[config.mk]
export PLATFORM = sky130hd
export DESIGN_NAME = stopwatch_ctrl
export DESIGN_NICKNAME = d
export VERILOG_FILES = /design/src/rtl/stopwatch_pkg.sv /design/src/rtl/stopwatch_ctrl_bcd_field_counter.sv /design/src/rtl/stopwatch_ctrl.sv
export SDC_FILE = /design/constraint.sdc
export NUM_CORES = 1
export LEC_CHECK = 0
export ABC_AREA = 1
export CAP_MARGIN = 20
export CORE_ASPECT_RATIO = 0.75
export CORE_MARGIN = 2
export CORE_UTILIZATION = 25
export DETAILED_ROUTE_END_ITERATION = 8
export PLACE_DENSITY = 0.48
export SETUP_SLACK_MARGIN = 0.2
export SYNTH_ARGS = -nofsm -noshare
export SYNTH_HDL_FRONTEND = slang
export SYNTH_HIERARCHICAL = 1
export SYNTH_SLANG_ARGS = --single-unit
[constraint.sdc]
create_clock -name clk -period 2 [get_ports clk]
set_input_delay 0.4 -clock clk [delete_from_list [all_inputs] [get_ports clk]]
set_output_delay 0.4 -clock clk [all_outputs]
set_load 0.02 [all_outputs]
[src/rtl/stopwatch_pkg.sv]
// rtl/stopwatch_pkg.sv - shared stopwatch types and constants
// Shared with the display driver: controller state encoding, BCD digit width,
// field select codes and per-digit blank masks (bit3 = min_tens).
package stopwatch_pkg;

    localparam int DIGIT_W = 4;

    typedef enum logic [1:0] {
        ST_IDLE   = 2'd0,
        ST_RUN    = 2'd1,
        ST_PAUSE  = 2'd2,
        ST_ADJUST = 2'd3
    } sw_state_t;

    localparam logic SEL_SEC = 1'b0;
    localparam logic SEL_MIN = 1'b1;

    localparam logic [3:0] BLANK_NONE = 4'b0000;
    localparam logic [3:0] BLANK_SEC  = 4'b0011;
    localparam logic [3:0] BLANK_MIN  = 4'b1100;

endpackage

[src/rtl/stopwatch_ctrl_bcd_field_counter.sv]
// rtl/stopwatch_ctrl_bcd_field_counter.sv - two-digit BCD field counter
// Ports: clk, rst (async active-low), inc (count enable), clr (sync clear,
//        wins over inc), value {tens,ones}, carry_out (inc while at MAX).
// Parameter MAX: terminal decimal value; the field wraps to 00 after it.
module bcd_field_counter
    import stopwatch_pkg::*;
#(
    parameter int MAX = 59
) (
    input  logic                   clk,
    input  logic                   rst,
    input  logic                   inc,
    input  logic                   clr,
    output logic [2*DIGIT_W-1:0]   value,
    output logic                   carry_out
);

    localparam logic [DIGIT_W-1:0] TENS_MAX = DIGIT_W'(MAX / 10);
    localparam logic [DIGIT_W-1:0] ONES_MAX = DIGIT_W'(MAX % 10);

    logic [DIGIT_W-1:0] tens;
    logic [DIGIT_W-1:0] ones;
    logic               at_max;

    assign at_max    = (tens == TENS_MAX) && (ones == ONES_MAX);
    assign carry_out = inc && at_max && !clr;
    assign value     = {tens, ones};

    always_ff @(posedge clk or negedge rst) begin
        if (!rst) begin
            tens <= '0;
            ones <= '0;
        end else if (clr) begin
            tens <= '0;
            ones <= '0;
        end else if (inc) begin
            if (at_max) begin
                tens <= '0;
                ones <= '0;
            end else if (ones == DIGIT_W'(9)) begin
                ones <= '0;
                tens <= tens + DIGIT_W'(1);
            end else begin
                ones <= ones + DIGIT_W'(1);
            end
        end
    end

endmodule

[src/rtl/stopwatch_ctrl.sv]
// rtl/stopwatch_ctrl.sv - MM:SS stopwatch sequencing controller
// Ports: clk, rst (async active-low); tick_1hz/tick_adj/tick_blink divider
//        enables; btn_reset/btn_pause debounced levels; adj/sel switches;
//        digits {min_tens,min_ones,sec_tens,sec_ones}; running (registered
//        state==RUN); blank_mask (bit3 = min_tens).
// Optional: STOPWATCH_BLINK_EN adds the ADJUST blink phase; otherwise
//        blank_mask is constant zero and tick_blink is ignored.
module stopwatch_ctrl
    import stopwatch_pkg::*;
#(
    parameter int SEC_MAX = 59,
    parameter int MIN_MAX = 59
) (
    input  logic                  clk,
    input  logic                  rst,
    input  logic                  tick_1hz,
    input  logic                  tick_adj,
    input  logic                  tick_blink,
    input  logic                  btn_reset,
    input  logic                  btn_pause,
    input  logic                  adj,
    input  logic                  sel,
    output logic [4*DIGIT_W-1:0]  digits,
    output logic                  running,
    output logic [3:0]            blank_mask
);

    sw_state_t state, state_nxt;
    logic      btn_reset_q, btn_pause_q;
    logic      reset_ev, pause_ev;
    logic      clr_cnt, run_inc, adj_inc;
    logic      sec_inc, min_inc, sec_carry, min_carry;
    logic      unused_carry;

    // One registered stage per button; a held level produces a single event.
    assign reset_ev = btn_reset && !btn_reset_q;
    assign pause_ev = btn_pause && !btn_pause_q;

    always_ff @(posedge clk or negedge rst) begin
        if (!rst) begin
            state       <= ST_IDLE;
            btn_reset_q <= 1'b0;
            btn_pause_q <= 1'b0;
            running     <= 1'b0;
        end else begin
            state       <= state_nxt;
            btn_reset_q <= btn_reset;
            btn_pause_q <= btn_pause;
            running     <= (state == ST_RUN);
        end
    end

    // adj outranks both buttons; reset_ev outranks pause_ev. A tick in RUN is
    // still counted on the cycle the state leaves RUN, unless reset clears it.
    always_comb begin
        state_nxt = state;
        clr_cnt   = 1'b0;
        run_inc   = 1'b0;
        adj_inc   = 1'b0;
        case (state)
            ST_IDLE: begin
                if (adj)           state_nxt = ST_ADJUST;
                else if (pause_ev) state_nxt = ST_RUN;
            end
            ST_RUN: begin
                run_inc = tick_1hz;
                if (adj) begin
                    state_nxt = ST_ADJUST;
                end else if (reset_ev) begin
                    state_nxt = ST_IDLE;
                    clr_cnt   = 1'b1;
                    run_inc   = 1'b0;
                end else if (pause_ev) begin
                    state_nxt = ST_PAUSE;
                end
            end
            ST_PAUSE: begin
                if (adj) begin
                    state_nxt = ST_ADJUST;
                end else if (reset_ev) begin
                    state_nxt = ST_IDLE;
                    clr_cnt   = 1'b1;
                end else if (pause_ev) begin
                    state_nxt = ST_RUN;
                end
            end
            ST_ADJUST: begin
                if (!adj)          state_nxt = ST_PAUSE;
                else if (reset_ev) clr_cnt   = 1'b1;
                else               adj_inc   = tick_adj;
            end
            default: state_nxt = ST_IDLE;
        endcase
    end

    // Adjust ticks bump only the selected field; the seconds carry reaches
    // the minutes only while running.
    assign sec_inc = run_inc || (adj_inc && (sel == SEL_SEC));
    assign min_inc = (run_inc && sec_carry) || (adj_inc && (sel == SEL_MIN));

    bcd_field_counter #(.MAX(SEC_MAX)) u_sec (
        .clk       (clk),
        .rst       (rst),
        .inc       (sec_inc),
        .clr       (clr_cnt),
        .value     (digits[2*DIGIT_W-1:0]),
        .carry_out (sec_carry)
    );

    bcd_field_counter #(.MAX(MIN_MAX)) u_min (
        .clk       (clk),
        .rst       (rst),
        .inc       (min_inc),
        .clr       (clr_cnt),
        .value     (digits[4*DIGIT_W-1:2*DIGIT_W]),
        .carry_out (min_carry)
    );

    // The minutes carry wraps 59:59 to 00:00 with nothing above it.
    assign unused_carry = min_carry;

`ifdef STOPWATCH_BLINK_EN
    logic blink_phase;

    // Cleared by looking at the next state so the phase is never 1 outside ADJUST.
    always_ff @(posedge clk or negedge rst) begin
        if (!rst)                        blink_phase <= 1'b0;
        else if (state_nxt != ST_ADJUST) blink_phase <= 1'b0;
        else if ((state == ST_ADJUST) && tick_blink)
                                         blink_phase <= !blink_phase;
    end

    assign blank_mask = !blink_phase       ? BLANK_NONE :
                        (sel == SEL_MIN)   ? BLANK_MIN  : BLANK_SEC;
`else
    logic unused_blink;
    assign unused_blink = tick_blink;
    assign blank_mask   = BLANK_NONE;
`endif

endmodule

==> impl_results.html <==
<table>
<tr><th>Metric</th><th>Value</th></tr>
<tr><th colspan="2">GRT</th></tr>
<tr><td>Number of global-route vias before repair</td><td>around 1,200</td></tr>
<tr><td>Remaining Overflow, GRT</td><td>0</td></tr>
<tr><td>First-pass GRT wire length</td><td>roughly 5300 um</td></tr>
<tr><td>Number of antenna violations at the first check in global routing</td><td>0</td></tr>
<tr><td>Pin count of the biggest net entering global routing</td><td>22</td></tr>
<tr><td>Overall routing resource usage</td><td>0.112</td></tr>
<tr><th colspan="2">Yosys</th></tr>
<tr><td>Average cell area after synthesis</td><td>7.26 um2</td></tr>
<tr><td>Synthesized instance count</td><td>between 150 and 200</td></tr>
<tr><td>Count of warnings emitted by yosys</td><td>6</td></tr>
<tr><td>Netlist area before placement</td><td>~1400 um2</td></tr>
<tr><th colspan="2">Routing</th></tr>
<tr><td>Via count of the routed design</td><td>between 1,000 and 1,500</td></tr>
<tr><td>Average vias per placed instance</td><td>just under 4</td></tr>
<tr><td>Sum of routed wire length over all layers</td><td>3160 um</td></tr>
<tr><td>Count of TritonRoute iterations in the first routing pass</td><td>4</td></tr>
<tr><td>Routed WL per cell</td><td>about 9.7 um</td></tr>
<tr><td>Number of remaining DRC errors</td><td>0</td></tr>
<tr><td>Starting DRC count in detailed routing</td><td>32</td></tr>
<tr><td>Number of nets with antenna violations after detailed routing</td><td>0</td></tr>
<tr><th colspan="2">Critical path</th></tr>
<tr><td>Slowest cell on crit path</td><td>sky130_fd_sc_hd__dfrtp_2</td></tr>
<tr><td>Req. time, crit path</td><td>approximately 2200 ps</td></tr>
<tr><td>Setup crit start kind</td><td>flip-flop</td></tr>
<tr><td>Kind of capture point of the worst setup path</td><td>flip-flop</td></tr>
<tr><td>Number of buffer and inverter instances along the worst setup path</td><td>5</td></tr>
<tr><td>Highest net fanout along the worst path</td><td>4</td></tr>
<tr><td>Setup Crit Path Kind</td><td>flip-flop to flip-flop</td></tr>
<tr><td>Peak per-stage delay on the critical path</td><td>about 460 ps</td></tr>
<tr><td>Arrival time at the worst endpoint</td><td>between 2000 and 2500 ps</td></tr>
<tr><td>CP Cell Sequence</td><td>ha_4 -&gt; nand2_2 -&gt; inv_2 -&gt; a21oi_2 -&gt; nor3_2 -&gt; inv_1 -&gt; nand2_1 -&gt; inv_2 -&gt; nand2_2 -&gt; nor2_2 -&gt; inv_1 -&gt; o22ai_2 -&gt; nand2_1 -&gt; inv_2 -&gt; nand2_4 -&gt; or2_0 -&gt; nand2_1</td></tr>
<tr><td>Dominant delay contributor by cell family on the critical path</td><td>simple AND/OR/NAND/NOR gates</td></tr>
<tr><th colspan="2">Final layout</th></tr>
<tr><td>Fraction of layout instances using a drive strength above 1</td><td>0.315</td></tr>
<tr><td># diodes</td><td>0</td></tr>
<tr><td>Design area</td><td>approximately 2100 um2</td></tr>
<tr><td>Filler instances</td><td>between 500 and 600</td></tr>
<tr><td>Fin nets</td><td>~270</td></tr>
<tr><td>Area added between synthesis and finish</td><td>57.6%</td></tr>
<tr><th colspan="2">Timing</th></tr>
<tr><td>F_max</td><td>about 500 MHz</td></tr>
<tr><td>Final worst setup slack</td><td>approximately 12 ps</td></tr>
<tr><td>Setup TNS after final layout</td><td>0 ps</td></tr>
<tr><td>Number of pins exceeding their max-slew limit in the final report</td><td>0</td></tr>
<tr><td>Post-route minimum period</td><td>between 1500 and 2000 ps</td></tr>
<tr><td>Setup repair after global routing missed its margin</td><td>yes</td></tr>
<tr><td>Ratio of final minimum period to clock period</td><td>0.994</td></tr>
<tr><td>Fin. Hold Viols</td><td>0</td></tr>
<tr><td>Final setup fails</td><td>0</td></tr>
<tr><td>Final Skew</td><td>4.52 ps</td></tr>
<tr><th colspan="2">CTS</th></tr>
<tr><td>Bufs on Longest Clock Path</td><td>2</td></tr>
<tr><td>TritonCTS clock tree</td><td>yes</td></tr>
<tr><td>Quantity of hold-fixing buffers added after cts</td><td>0</td></tr>
<tr><td>Sink count of the clock tree</td><td>21</td></tr>
<tr><td>Clock H-tree levels</td><td>1</td></tr>
<tr><td>Root cell of the clock tree</td><td>sky130_fd_sc_hd__clkbuf_8</td></tr>
<tr><td>Clock transition at the registers of the reported paths</td><td>around 80 ps</td></tr>
<tr><td>Clk_lat worst skew</td><td>around 260 ps</td></tr>
<tr><td>CTS buffer count</td><td>3</td></tr>
<tr><th colspan="2">Pwr</th></tr>
<tr><td>Proportion of power drawn by combinational gates</td><td>0.573</td></tr>
<tr><td>Power density cells</td><td>between 1000 and 1500 nW/um2</td></tr>
<tr><td>Total power draw</td><td>around 2.4 mW</td></tr>
<tr><td>Sequential cell fraction of total power</td><td>0.306</td></tr>
<tr><td>Leakage power figure</td><td>approximately 1.2 nW</td></tr>
<tr><td>Switching Power</td><td>0.997 mW</td></tr>
<tr><td>Int Pwr</td><td>~1.4 mW</td></tr>
<tr><td>Clock network fraction of design power</td><td>0.121</td></tr>
<tr><td>Maximum vdd ir drop</td><td>approximately 430 uV</td></tr>
<tr><td>Switch share</td><td>0.421</td></tr>
<tr><th colspan="2">Floorplan</th></tr>
<tr><td>Die extent in y</td><td>67.8 um</td></tr>
<tr><td>Core outline area</td><td>5300 um2</td></tr>
<tr><td>Initial cell density of the core</td><td>0.256</td></tr>
<tr><td>Std cell rows</td><td>23</td></tr>
<tr><td>Ports</td><td>30</td></tr>
<tr><td>Area of the die</td><td>between 6000 and 7000 um2</td></tr>
<tr><td>Horiz. Die Dim</td><td>slightly below 90 um</td></tr>
<tr><th colspan="2">Status</th></tr>
<tr><td>Outcome</td><td>finished, final reports clean</td></tr>
<tr><th colspan="2">Place</th></tr>
<tr><td>PortBufs</td><td>24</td></tr>
<tr><td>Dpl cell area</td><td>1800 um2</td></tr>
<tr><td>Post-placement setup slack</td><td>-367 ps</td></tr>
<tr><td>Sum of net half-perimeters after detailed placement</td><td>2170 um</td></tr>
<tr><td>Placer Congestion</td><td>roughly 0.79</td></tr>
<tr><th colspan="2">Run</th></tr>
<tr><td>Max-capacitance violation count</td><td>0</td></tr>
<tr><th colspan="2">Min path</th></tr>
<tr><td>Classification of the worst-slack hold path</td><td>input pin to flip-flop</td></tr>
</table>
power by group through the flow:
stage          sequential (mW)  combinational (mW)  clock (mW)
2_1_floorplan            0.818               0.534           0
3_3_place_gp             0.719                1.07           0
3_5_place_dp             0.719                1.07           0
4_1_cts                  0.714                1.21       0.304
5_1_grt                  0.752                1.52       0.317
6_report                 0.724                1.36       0.286
worst register-to-register path: stages (launching register included):
cell and delay (ps):
sky130_fd_sc_hd__dfrtp_2 460, sky130_fd_sc_hd__ha_4 180, sky130_fd_sc_hd__nand2_2 80, sky130_fd_sc_hd__inv_2 60, sky130_fd_sc_hd__a21oi_2 120, sky130_fd_sc_hd__nor3_2 60, sky130_fd_sc_hd__inv_1 70, sky130_fd_sc_hd__nand2_1 60
sky130_fd_sc_hd__inv_2 60, sky130_fd_sc_hd__nand2_2 60, sky130_fd_sc_hd__nor2_2 80, sky130_fd_sc_hd__inv_1 50, sky130_fd_sc_hd__o22ai_2 130, sky130_fd_sc_hd__nand2_1 90, sky130_fd_sc_hd__inv_2 80, sky130_fd_sc_hd__nand2_4 50
sky130_fd_sc_hd__or2_0 200, sky130_fd_sc_hd__nand2_1 60
state kept, by name (all words and copies together) (netlist names):
name         count
state            2
running          1
u_sec/tens       4
btn_pause_q      1
btn_reset_q      1
u_min/ones       4
u_sec/ones       4
u_min/tens       4
layout make-up:
| class | instances | area [um2] | share of cell area |
|---|---|---|---|
| clock buffers | 3 | 41.3 | 0.0193 |
| clock inverters | 1 | 5.00 | 0.00234 |
| inverters | 34 | 128 | 0.0596 |
| multi-input cells | 131 | 802 | 0.375 |
| flip-flops and latches | 21 | 527 | 0.246 |
| well taps | 75 | 93.8 | 0.0439 |
| repair buffers | 61 | 543 | 0.254 |
per-stage QoR:
stage	hold slack, ps	cells	util
after floorplan	104	190	-
after global placement	520	299	0.340
after detailed placement	524	299	0.340
after CTS	441	317	0.377
after global routing	455	326	0.404
final	444	326	0.404
routing by layer:
layer	vias up	wire length (um)	track usage	part of all wire
li1	694	-	-	-
met1	569	1650	0.154	0.52
met2	21	1360	0.178	0.43
met3	5	120	0.0290	0.038
met4	0	23	0.0224	0.0073
met5	-	0	0	0
cell usage in the layout, fill, tap and decap left out, types with 3 or more instances in the layout:
cell                               n
sky130_fd_sc_hd__inv_1            26
sky130_fd_sc_hd__clkdlybuf4s50_1  17
sky130_fd_sc_hd__nor2_1            9
sky130_fd_sc_hd__dlygate4sd2_1     3
sky130_fd_sc_hd__buf_6             5
sky130_fd_sc_hd__nand2_1          54
sky130_fd_sc_hd__dfrtp_1          20
sky130_fd_sc_hd__nand3_1          12
sky130_fd_sc_hd__dlymetal6s2s_1    4
sky130_fd_sc_hd__ha_1             10
sky130_fd_sc_hd__inv_2             8
sky130_fd_sc_hd__a21oi_1           3
sky130_fd_sc_hd__nor2_2            6
sky130_fd_sc_hd__nand2_4           4
sky130_fd_sc_hd__nand2_2           5
sky130_fd_sc_hd__buf_4            32
sky130_fd_sc_hd__clkbuf_8          3
sky130_fd_sc_hd__conb_1            4
sky130_fd_sc_hd__a21oi_2           4
repair_timing:
action | in CTS | in global routing
hold endpoints to repair | 0 | 0
buffers inserted | 14 | 9
resized for setup | 18 | 20
pin swaps | 23 | 18
setup endpoints to repair | 9 | 20
final timing paths:
path | from | depth (start not counted) | to | slack [ps]
min in group asynchronous | rst | 2 | u_sec/ones[1] | 480
worst min-delay path | btn_reset | 1 | btn_reset_q | 440
worst min register to register | u_sec/tens[3] | 2 | u_sec/tens[3] | 540
worst max-delay path | state[0] | 17 | u_min/tens[0] | 10
worst max register to register | state[0] | 17 | u_min/tens[0] | 10
max in group asynchronous | rst | 2 | state[0] | 1260
Power figures use the tool's default switching activity.
